===== src/rtl/vehicle_status_pkg.sv =====
// Shared types and default thresholds for the vehicle status monitor.
// flag_state_t is the two-state hysteresis FSM encoding. The DEF_*
// localparams are the default widths and thresholds, used by both the
// RTL and the interface.
package vehicle_status_pkg;

  typedef enum logic {
    ST_NORMAL = 1'b0,
    ST_ALARM  = 1'b1
  } flag_state_t;

  localparam int unsigned DEF_TEMP_W     = 8;
  localparam int unsigned DEF_TEMP_HI    = 85;
  localparam int unsigned DEF_TEMP_LO    = 75;
  localparam int unsigned DEF_FUEL_W     = 8;
  localparam int unsigned DEF_FUEL_EMPTY = 4;
  localparam int unsigned DEF_DEBOUNCE   = 4;
  localparam int unsigned DEF_DIST_W     = 16;

endpackage


===== src/rtl/vehicle_status_monitor_if.sv =====
// Sensor / status bundle of the vehicle status monitor.
//   master : sensor side. It drives the samples, trip load and wheel ticks,
//            and it reads the status flags.
//   slave  : monitor side. It reads the samples, and it drives the
//            registered flags and dist_remaining.
interface vehicle_status_monitor_if
  import vehicle_status_pkg::*;
#(
  parameter int unsigned TEMP_W = DEF_TEMP_W,
  parameter int unsigned FUEL_W = DEF_FUEL_W,
  parameter int unsigned DIST_W = DEF_DIST_W
);
  logic              temp_valid;
  logic [TEMP_W-1:0] temp_sample;
  logic              fuel_valid;
  logic [FUEL_W-1:0] fuel_level;
  logic              trip_load;
  logic [DIST_W-1:0] trip_distance;
  logic              wheel_tick;
  logic              cpu_overheated;
  logic              gas_tank_empty;
  logic              arrived;
  logic [DIST_W-1:0] dist_remaining;

  modport master (
    output temp_valid, temp_sample, fuel_valid, fuel_level,
           trip_load, trip_distance, wheel_tick,
    input  cpu_overheated, gas_tank_empty, arrived, dist_remaining
  );

  modport slave (
    input  temp_valid, temp_sample, fuel_valid, fuel_level,
           trip_load, trip_distance, wheel_tick,
    output cpu_overheated, gas_tank_empty, arrived, dist_remaining
  );
endinterface


===== src/rtl/hysteresis_debounce.sv =====
// Two-state debounced hysteresis flag.
// Ports:
//   clk, rst_n : clock and asynchronous active-low reset
//   valid      : a sample is present this cycle
//   set_qual   : the sample qualifies to move from NORMAL to ALARM
//   clr_qual   : the sample qualifies to move from ALARM to NORMAL
//   flag       : 1 while the FSM is in ALARM (taken directly from the state flop)
// The FSM changes state once DEBOUNCE consecutive valid samples qualify for
// the current state. A valid sample that does not qualify clears the count.
// Invalid cycles hold both the count and the state.
module hysteresis_debounce
  import vehicle_status_pkg::*;
#(
  parameter int unsigned DEBOUNCE    = DEF_DEBOUNCE,
  parameter flag_state_t RESET_STATE = ST_NORMAL
) (
  input  logic clk,
  input  logic rst_n,
  input  logic valid,
  input  logic set_qual,
  input  logic clr_qual,
  output logic flag
);

  localparam int unsigned      CNT_W    = $clog2(DEBOUNCE + 1);
  localparam logic [CNT_W-1:0] CNT_LAST = CNT_W'(DEBOUNCE - 1);
  localparam logic [CNT_W-1:0] CNT_MAX  = CNT_W'(DEBOUNCE);

  flag_state_t      state_q, state_d;
  logic [CNT_W-1:0] cnt_q, cnt_d;
  logic             qual;

  always_comb begin
    state_d = state_q;
    cnt_d   = cnt_q;
    qual    = (state_q == ST_NORMAL) ? set_qual : clr_qual;
    if (valid) begin
      if (qual) begin
        // The sample that completes the run flips the state and restarts the count.
        if (cnt_q == CNT_LAST) begin
          state_d = (state_q == ST_NORMAL) ? ST_ALARM : ST_NORMAL;
          cnt_d   = '0;
        end else if (cnt_q < CNT_MAX) begin
          cnt_d = cnt_q + 1'b1;
        end
      end else begin
        cnt_d = '0;
      end
    end
  end

  always_ff @(posedge clk or negedge rst_n) begin
    if (!rst_n) begin
      state_q <= RESET_STATE;
      cnt_q   <= '0;
    end else begin
      state_q <= state_d;
      cnt_q   <= cnt_d;
    end
  end

  assign flag = (state_q == ST_ALARM);

endmodule


===== src/rtl/vehicle_status_monitor.sv =====
// Vehicle status monitor: converts raw sensor samples into registered,
// debounced status flags that the safety logic consumes.
// Ports:
//   clk, rst_n : clock and asynchronous active-low reset
//   bus        : slave side of vehicle_status_monitor_if
//     temp_valid/temp_sample -> cpu_overheated (set at >= TEMP_HI, clear at <= TEMP_LO)
//     fuel_valid/fuel_level  -> gas_tank_empty (low when level <= FUEL_EMPTY)
//     trip_load/trip_distance/wheel_tick -> dist_remaining, arrived
// At reset: no overheat, tank reported empty, trip reported arrived.
module vehicle_status_monitor
  import vehicle_status_pkg::*;
#(
  parameter int unsigned TEMP_W     = DEF_TEMP_W,
  parameter int unsigned TEMP_HI    = DEF_TEMP_HI,
  parameter int unsigned TEMP_LO    = DEF_TEMP_LO,
  parameter int unsigned FUEL_W     = DEF_FUEL_W,
  parameter int unsigned FUEL_EMPTY = DEF_FUEL_EMPTY,
  parameter int unsigned DEBOUNCE   = DEF_DEBOUNCE,
  parameter int unsigned DIST_W     = DEF_DIST_W
) (
  input logic                     clk,
  input logic                     rst_n,
  vehicle_status_monitor_if.slave bus
);

  if (TEMP_LO >= TEMP_HI) begin : g_bad_temp_thresholds
    $error("vehicle_status_monitor: TEMP_LO must be below TEMP_HI");
  end
  if (DEBOUNCE < 1) begin : g_bad_debounce
    $error("vehicle_status_monitor: DEBOUNCE must be at least 1");
  end

  localparam logic [TEMP_W-1:0] TEMP_HI_C    = TEMP_W'(TEMP_HI);
  localparam logic [TEMP_W-1:0] TEMP_LO_C    = TEMP_W'(TEMP_LO);
  localparam logic [FUEL_W-1:0] FUEL_EMPTY_C = FUEL_W'(FUEL_EMPTY);

  logic temp_set_qual, temp_clr_qual;
  logic fuel_set_qual, fuel_clr_qual;

  assign temp_set_qual = (bus.temp_sample >= TEMP_HI_C);
  assign temp_clr_qual = (bus.temp_sample <= TEMP_LO_C);
  assign fuel_set_qual = (bus.fuel_level <= FUEL_EMPTY_C);
  assign fuel_clr_qual = !fuel_set_qual;

  hysteresis_debounce #(
    .DEBOUNCE    (DEBOUNCE),
    .RESET_STATE (ST_NORMAL)
  ) u_temp_debounce (
    .clk      (clk),
    .rst_n    (rst_n),
    .valid    (bus.temp_valid),
    .set_qual (temp_set_qual),
    .clr_qual (temp_clr_qual),
    .flag     (bus.cpu_overheated)
  );

  hysteresis_debounce #(
    .DEBOUNCE    (DEBOUNCE),
    .RESET_STATE (ST_ALARM)
  ) u_fuel_debounce (
    .clk      (clk),
    .rst_n    (rst_n),
    .valid    (bus.fuel_valid),
    .set_qual (fuel_set_qual),
    .clr_qual (fuel_clr_qual),
    .flag     (bus.gas_tank_empty)
  );

  logic [DIST_W-1:0] dist_q, dist_d;
  logic              arrived_q, arrived_d;

  // When a load and a tick arrive together, the load takes priority and the tick is dropped.
  always_comb begin
    dist_d    = dist_q;
    arrived_d = arrived_q;
    if (bus.trip_load) begin
      dist_d    = bus.trip_distance;
      arrived_d = (bus.trip_distance == '0);
    end else if (bus.wheel_tick && (dist_q != '0)) begin
      dist_d = dist_q - 1'b1;
      if (dist_q == DIST_W'(1)) begin
        arrived_d = 1'b1;
      end
    end
  end

  always_ff @(posedge clk or negedge rst_n) begin
    if (!rst_n) begin
      dist_q    <= '0;
      arrived_q <= 1'b1;
    end else begin
      dist_q    <= dist_d;
      arrived_q <= arrived_d;
    end
  end

  assign bus.dist_remaining = dist_q;
  assign bus.arrived        = arrived_q;

endmodule


===== src/flat_wrapper.sv =====
// flat-port wrapper written by rule: the top's interface ports become plain ports
module vehicle_status_monitor_flat import vehicle_status_pkg::*;
#(
  parameter int unsigned TEMP_W     = DEF_TEMP_W,
  parameter int unsigned TEMP_HI    = DEF_TEMP_HI,
  parameter int unsigned TEMP_LO    = DEF_TEMP_LO,
  parameter int unsigned FUEL_W     = DEF_FUEL_W,
  parameter int unsigned FUEL_EMPTY = DEF_FUEL_EMPTY,
  parameter int unsigned DEBOUNCE   = DEF_DEBOUNCE,
  parameter int unsigned DIST_W     = DEF_DIST_W
)
  (clk, rst_n, bus_temp_valid, bus_temp_sample, bus_fuel_valid, bus_fuel_level, bus_trip_load, bus_trip_distance, bus_wheel_tick, bus_cpu_overheated, bus_gas_tank_empty, bus_arrived, bus_dist_remaining);
  vehicle_status_monitor_if #(.TEMP_W(TEMP_W), .FUEL_W(FUEL_W), .DIST_W(DIST_W)) bus_i ();
  input logic clk;
  input logic rst_n;
  input wire logic [$bits(bus_i.temp_valid)-1:0] bus_temp_valid;
  input wire logic [$bits(bus_i.temp_sample)-1:0] bus_temp_sample;
  input wire logic [$bits(bus_i.fuel_valid)-1:0] bus_fuel_valid;
  input wire logic [$bits(bus_i.fuel_level)-1:0] bus_fuel_level;
  input wire logic [$bits(bus_i.trip_load)-1:0] bus_trip_load;
  input wire logic [$bits(bus_i.trip_distance)-1:0] bus_trip_distance;
  input wire logic [$bits(bus_i.wheel_tick)-1:0] bus_wheel_tick;
  output wire logic [$bits(bus_i.cpu_overheated)-1:0] bus_cpu_overheated;
  output wire logic [$bits(bus_i.gas_tank_empty)-1:0] bus_gas_tank_empty;
  output wire logic [$bits(bus_i.arrived)-1:0] bus_arrived;
  output wire logic [$bits(bus_i.dist_remaining)-1:0] bus_dist_remaining;
  assign bus_i.temp_valid = bus_temp_valid;
  assign bus_i.temp_sample = bus_temp_sample;
  assign bus_i.fuel_valid = bus_fuel_valid;
  assign bus_i.fuel_level = bus_fuel_level;
  assign bus_i.trip_load = bus_trip_load;
  assign bus_i.trip_distance = bus_trip_distance;
  assign bus_i.wheel_tick = bus_wheel_tick;
  assign bus_cpu_overheated = bus_i.cpu_overheated;
  assign bus_gas_tank_empty = bus_i.gas_tank_empty;
  assign bus_arrived = bus_i.arrived;
  assign bus_dist_remaining = bus_i.dist_remaining;
  vehicle_status_monitor #(.TEMP_W(TEMP_W), .TEMP_HI(TEMP_HI), .TEMP_LO(TEMP_LO), .FUEL_W(FUEL_W), .FUEL_EMPTY(FUEL_EMPTY), .DEBOUNCE(DEBOUNCE), .DIST_W(DIST_W)) u_core (.clk(clk), .rst_n(rst_n), .bus(bus_i));
endmodule

===== config.mk =====
export PLATFORM = sky130hd
export DESIGN_NAME = vehicle_status_monitor_flat
export DESIGN_NICKNAME = d
export VERILOG_FILES = /design/src/rtl/vehicle_status_pkg.sv /design/src/rtl/vehicle_status_monitor_if.sv /design/src/rtl/hysteresis_debounce.sv /design/src/rtl/vehicle_status_monitor.sv /design/src/flat_wrapper.sv
export SDC_FILE = /design/constraint.sdc
export NUM_CORES = 1
export LEC_CHECK = 0
export CORE_MARGIN = 8
export CORE_UTILIZATION = 55
export DETAILED_ROUTE_END_ITERATION = 8
export DONT_BUFFER_PORTS = 1
export GPL_ROUTABILITY_DRIVEN = 0
export PLACE_DENSITY = 0.68
export SKIP_LAST_GASP = 1
export SYNTH_ARGS = -nofsm -noshare
export SYNTH_HDL_FRONTEND = slang
export SYNTH_SLANG_ARGS = --single-unit

===== constraint.sdc =====
create_clock -name clk -period 3.37 [get_ports clk]
set_input_delay 0.5055 -clock clk [delete_from_list [all_inputs] [get_ports clk]]
set_output_delay 0.5055 -clock clk [all_outputs]
set_load 0.03 [all_outputs]

Yosys cells after proc, flatten, opt, wreduce, memory -nomap -nowiden
Index checks and enable logic that the tools add are counted.
{"block": "totals", "register_bits": 25, "inputBits": 38, "output_inout_bits": 19, "word_cells": 45}
{"block": "classes", "add_sub_neg": 3, "n_lt_le_gt_ge": 5, "eq_ne": 5, "mux": 15, "reduce_logical": 11}
{"operator": "16-bit 2-to-1 mux", "n": 2}
{"operator": "3-bit 2-to-1 mux", "n": 6}
{"operator": "16-bit by 1-bit == test with 1-bit output (second input constant)", "n": 1}
{"operator": "16-bit logical NOT", "n": 1}
{"operator": "16-bit nonzero test", "n": 1}
{"operator": "16-bit by 1-bit subtractor with 16-bit output (second input constant)", "n": 1}
{"operator": "8-bit by 7-bit greater-or-equal comparator with 1-bit output (second input constant)", "n": 1}
{"operator": "8-bit by 3-bit less-or-equal comparator with 1-bit output (second input constant)", "n": 1}
{"operator": "8-bit by 7-bit less-or-equal comparator with 1-bit output (second input constant)", "n": 1}
{"operator": "1-bit 2-to-1 mux", "n": 7}
{"operator": "3-bit by 1-bit adder with 3-bit output (second input constant)", "n": 2}
{"operator": "3-bit by 2-bit == test with 1-bit output (second input constant)", "n": 2}
{"operator": "3-bit less-than comparator (second input constant)", "n": 2}
{"operator": "3-bit by 1-bit != test with 1-bit output (second input constant)", "n": 2}
{"operator": "2-bit AND reduction", "n": 3}
{"operator": "3-bit AND reduction", "n": 2}
{"operator": "2-bit nonzero test", "n": 2}
{"operator": "1-bit logical AND", "n": 1}
{"operator": "1-bit logical NOT", "n": 1}

Longest topological paths before layout
{"block": "depth", "depth_word": 5, "depth_mapped": 7, "ltp_nobuf": 6}

Cells and area by module
A second synthesis with hierarchy kept.
{"block": "unflattened", "cells_unflattened": 186, "area_unflattened_um2": 1686.6}
{"module": "vehicle_status_monitor", "instances": 1, "cells_each": 150, "area_each_um2": 1275.0}
{"module": "hysteresis_debounce at u_core.u_fuel_debounce", "instances": 1, "cells_each": 18, "area_each_um2": 206.4}
{"module": "hysteresis_debounce at u_core.u_temp_debounce", "instances": 1, "cells_each": 18, "area_each_um2": 205.2}

Worst setup path before layout
OpenSTA, ideal clock, no wires.
{"block": "synth_path", "kind": "reg-to-reg", "start": "register u_core.dist_q[0] (netlist: u_core.bus.dist_remaining[0])", "end": "register u_core.dist_q[8] (netlist: u_core.bus.dist_remaining[8])", "t_arrival_ns": 1.981, "t_required_ns": 3.288, "path_slack_ns": 1.307, "path_stages_with_launch": 7, "synth_period_minus_slack_ns": 2.063, "cell_sequence": "dfrtp_1 > inv_1 > ha_1 > nor4b_1 > and4_1 > or4_1 > a31oi_1"}
{"block": "synth_via", "elab_chain_cells": 3, "word_cells_on_any_way": 6}
{"element": "from (decl)", "line_no": "vehicle_status_monitor.sv:69", "source": "logic [DIST_W-1:0] dist_q, dist_d;"}
{"element": "from (signal assigned)", "line_no": "vehicle_status_monitor.sv:92", "source": "dist_q <= dist_d;"}
{"element": "16-bit by 1-bit subtractor with 16-bit output / 16-bit nonzero test (equally long branches)", "line_no": "vehicle_status_monitor.sv:80, vehicle_status_monitor.sv:79"}
{"element": "16-bit 2-to-1 mux / 1-bit logical AND (equally long branches)", "line_no": "vehicle_status_monitor.sv:79", "source": "end else if (bus.wheel_tick && (dist_q != '0)) begin"}
{"element": "16-bit 2-to-1 mux / 2-bit nonzero test (equally long branches)"}
Several ways; a longest one is shown, not always the timed one. The select of a mux whose other input is x is not followed.
A chain may end at the register's enable or synchronous reset.

Worst setup path in the final report
{"block": "layout_path", "start": "register u_core.dist_q[0] (netlist: u_core.bus.dist_remaining[0])", "end": "register u_core.dist_q[3] (netlist: u_core.bus.dist_remaining[3])"}
Same word-level chain as after synthesis.

==> flow_metrics.tcl <==
set metrics [dict create \
    post-cts-setup-buffers 0 \
    leakage_nw 0.693 \
    rr_startpoint "u_core.bus.dist_remaining[0]" \
    dieArea_sq_um 5190 \
    synth-compound-area-share_pct 20.9 \
    grt_pass1_vias 1556 \
    rrSetupSlack_ps 920 \
    yosys_warnings 0 \
    drt_pre_antenna_iters 4 \
    synth-seq-area-share_pct 36.4 \
    setup_viol 0 \
    pwr_density_cell_nw_per_um2 416 \
    dp_hpwl_microns 3470 \
    clock_latency_ps 330 \
    die_h_microns 72.0 \
    async_flop_share_pct 100 \
    cts_resized 0 \
    cts_tree "built" \
    wirelength_microns 4630 \
    synth.cell_area_sq_um 1730 \
    post_dp_cell_area_sq_um 1750 \
    netlist_instances 198 \
    period_share_pct 72.8 \
    post-route-cell-area_sq_um 1810 \
    report.final.slew_viol_count 0 \
    drive_above_1_share_pct 8.16 \
    core_sq_um 3030 \
    grt_setup_unrepaired "false" \
    synth_simple_gate_area_share_pct 31.5 \
    numCtsBuffers 3 \
    yosysUniqueCellTypes 55 \
    grt_first_pass_wirelength_microns 7510 \
    endpoint_kind "flop" \
    antennaDiodeCount 0 \
    drtIter0Drc 77 \
    synth_seq_cells 25 \
    synth_fp_nets 241 \
    critical_path_class "reg -> reg" \
    synth_top_family_by_area "simple AND/OR/NAND/NOR gates" \
    synth_adder_area_share_pct 3.63 \
    ctsHoldBuffers 2 \
    crit_chain "inv_1 -> ha_1 -> nor4b_1 -> nand4_1 -> nor2_1 -> o21ai_0" \
    clockBufferDepth 2 \
    setup.worst_path.end "u_core.bus.dist_remaining[3]" \
    ant_nets 0 \
    fin_cells 240 \
    worst-path-max-fanout 11 \
    yosys.area_share.xor_xnor_pct 1.02 \
    synth.top_cell.area_share_pct 33.4 \
    timing.rr.end "u_core.bus.dist_remaining[3]" \
    synth-edff-count 0 \
    via_per_inst 6.65 \
    fin_worst_skew_ps 8.09 \
    portBuffers 0 \
    muxShareOfSynthArea_pct 1.23 \
    dp.cells 234 \
    tightestPinTransition_ps 709 \
    fin_tns_setup_ps 0 \
    start_kind "flop" \
    clk_pin_slew_worst_paths_ps 150 \
    overflow 0 \
    cp_slowest_cell "dfrtp_1" \
    via_count 1596 \
    drc 0 \
    wl_per_cell_microns 19.3 \
    route.met3.wl_microns 467 \
    ys.flop_type "dfrtp_1" \
    max_stage_delay_ps 570 \
    grt_start_max_net_pins 32 \
    synthTopCellsByArea "dfrtp_1 (33%), nor2_1 (4.4%), ha_1 (3.6%)" \
    cp-startpoint "u_core.bus.dist_remaining[0]" \
    cap_violations 0 \
    m1WireLength_microns 1880 \
    fp-row-count 20 \
    grt.total_usage_pct 17.5 \
    cp_num_cells 6 \
    hold_viol_final 0 \
    nets 240 \
    final_common_cell "dfrtp_1" \
    wl_met2_microns 2220 \
    cp_top_family "simple AND/OR/NAND/NOR gates" \
    area_growth_pct 4.79 \
    status "complete, no violations" \
    path_buf_inv 1 \
    avgSynthCellArea_sq_um 8.71 \
    start_util_pct 57.0 \
    h-tree-depth 1 \
    fin_crit_ps 2450 \
    numClockSinks 25 \
    cp.arrival_ps 2670 \
    hold_class "in -> reg" \
    fmax_mhz 408 \
    required_ps 3590 \
    root_buffer "clkbuf_4" \
    layout_common_cells "dfrtp_1 (23), nor2_1 (20), inv_1 (16), nand2_1 (12), o21ai_0 (10)" \
    r2r_cells 6 \
    antenna_found_initial 0 \
    peakVddDrop_uv 176 \
    maxSlewHeadroom_pct 51.5 \
    die_w_microns 72.0 \
    pin_count 57 \
    synth_area_leader_cell "dfrtp_1" \
    highest_layer "met4" \
]
-- cell usage after synthesis, types with 4 or more instances --
| cell | instances |
|---|---|
| nand2_1 | 12 |
| nor3_1 | 6 |
| ha_1 | 5 |
| nand3_1 | 6 |
| nor2_1 | 20 |
| nand4_1 | 6 |
| dfrtp_1 | 23 |
| or4_1 | 6 |
| o21ai_0 | 10 |
| nor4_1 | 8 |
| nor3b_1 | 4 |
| a31oi_1 | 6 |
| inv_1 | 16 |
| clkbuf_1 | 5 |
-- where the power goes --
part           internal (mW)  total [mW]  switching, mW
registers              0.336       0.450          0.114
clock network         0.0455       0.147          0.101
logic                 0.0721       0.154         0.0823
total                  0.453       0.751          0.298
-- worst register-to-register path, cell delays in order (launching register included) --
cell,delay [ps]
dfrtp_1,570
inv_1,200
ha_1,220
nor4b_1,370
nand4_1,460
nor2_1,370
o21ai_0,150
-- state kept, by name (all words and copies together), names as in the netlist --
signal / flops
u_core.bus.dist_remaining: 16
u_core.u_temp_debounce.cnt_q: 3
u_core.u_temp_debounce.flag: 1
u_core.u_fuel_debounce.flag: 1
u_core.bus.arrived: 1
u_core.u_fuel_debounce.cnt_q: 3
-- worst min-delay path by stage --
stage | start | slack, ps | endpoint | cells after the start
detailed placement | rst_n | 210 | u_core.bus.dist_remaining[0] | 0
global placement | rst_n | 210 | u_core.bus.dist_remaining[0] | 0
floorplan | rst_n | 210 | u_core.bus.dist_remaining[0] | 0
finish | bus_fuel_valid | 250 | u_core.u_fuel_debounce.cnt_q[0] | 1
global route | bus_fuel_valid | 250 | u_core.u_fuel_debounce.cnt_q[0] | 1
CTS | bus_fuel_valid | 240 | u_core.u_fuel_debounce.cnt_q[0] | 1
-- metrics by stage --
stage | setup WS (ps) | hold slack, ps | total power, mW | util [%]
after CTS | 984 | 245 | 0.754 | 59.7
after detailed placement | 1010 | 210 | 0.600 | 57.7
after global routing | 755 | 246 | 0.794 | 59.7
after global placement | 1140 | 211 | 0.593 | 57.7
after floorplan | 1310 | 210 | 0.566 | -
final | 917 | 246 | 0.751 | 59.7
-- final cells by class --
class | instances | area (sq um)
fillers | 270 | 1220
multi-input cells | 149 | 1000
flip-flops and latches | 25 | 628
inverters | 16 | 60.1
well taps | 44 | 55.1
repair buffers | 2 | 30.0
clock buffers | 3 | 22.5
clock inverters | 1 | 7.51
-- metal layers --
layer | up-vias | track usage, %
li1 | 767 | -
met1 | 758 | 21.6
met2 | 64 | 29.6
met3 | 7 | 4.41
met4 | 0 | 4.76
met5 | - | 0
-- cell families (layout without fill, tap and decap cells) --
family	count (synthesis)	after routing
compound gates	50	50
buf+inv	24	22
flops	25	25
mux	2	2
fa+ha+maj	5	5
xor+xnor	2	2
simple gates	90	90
Power figures use the tool's default switching activity.
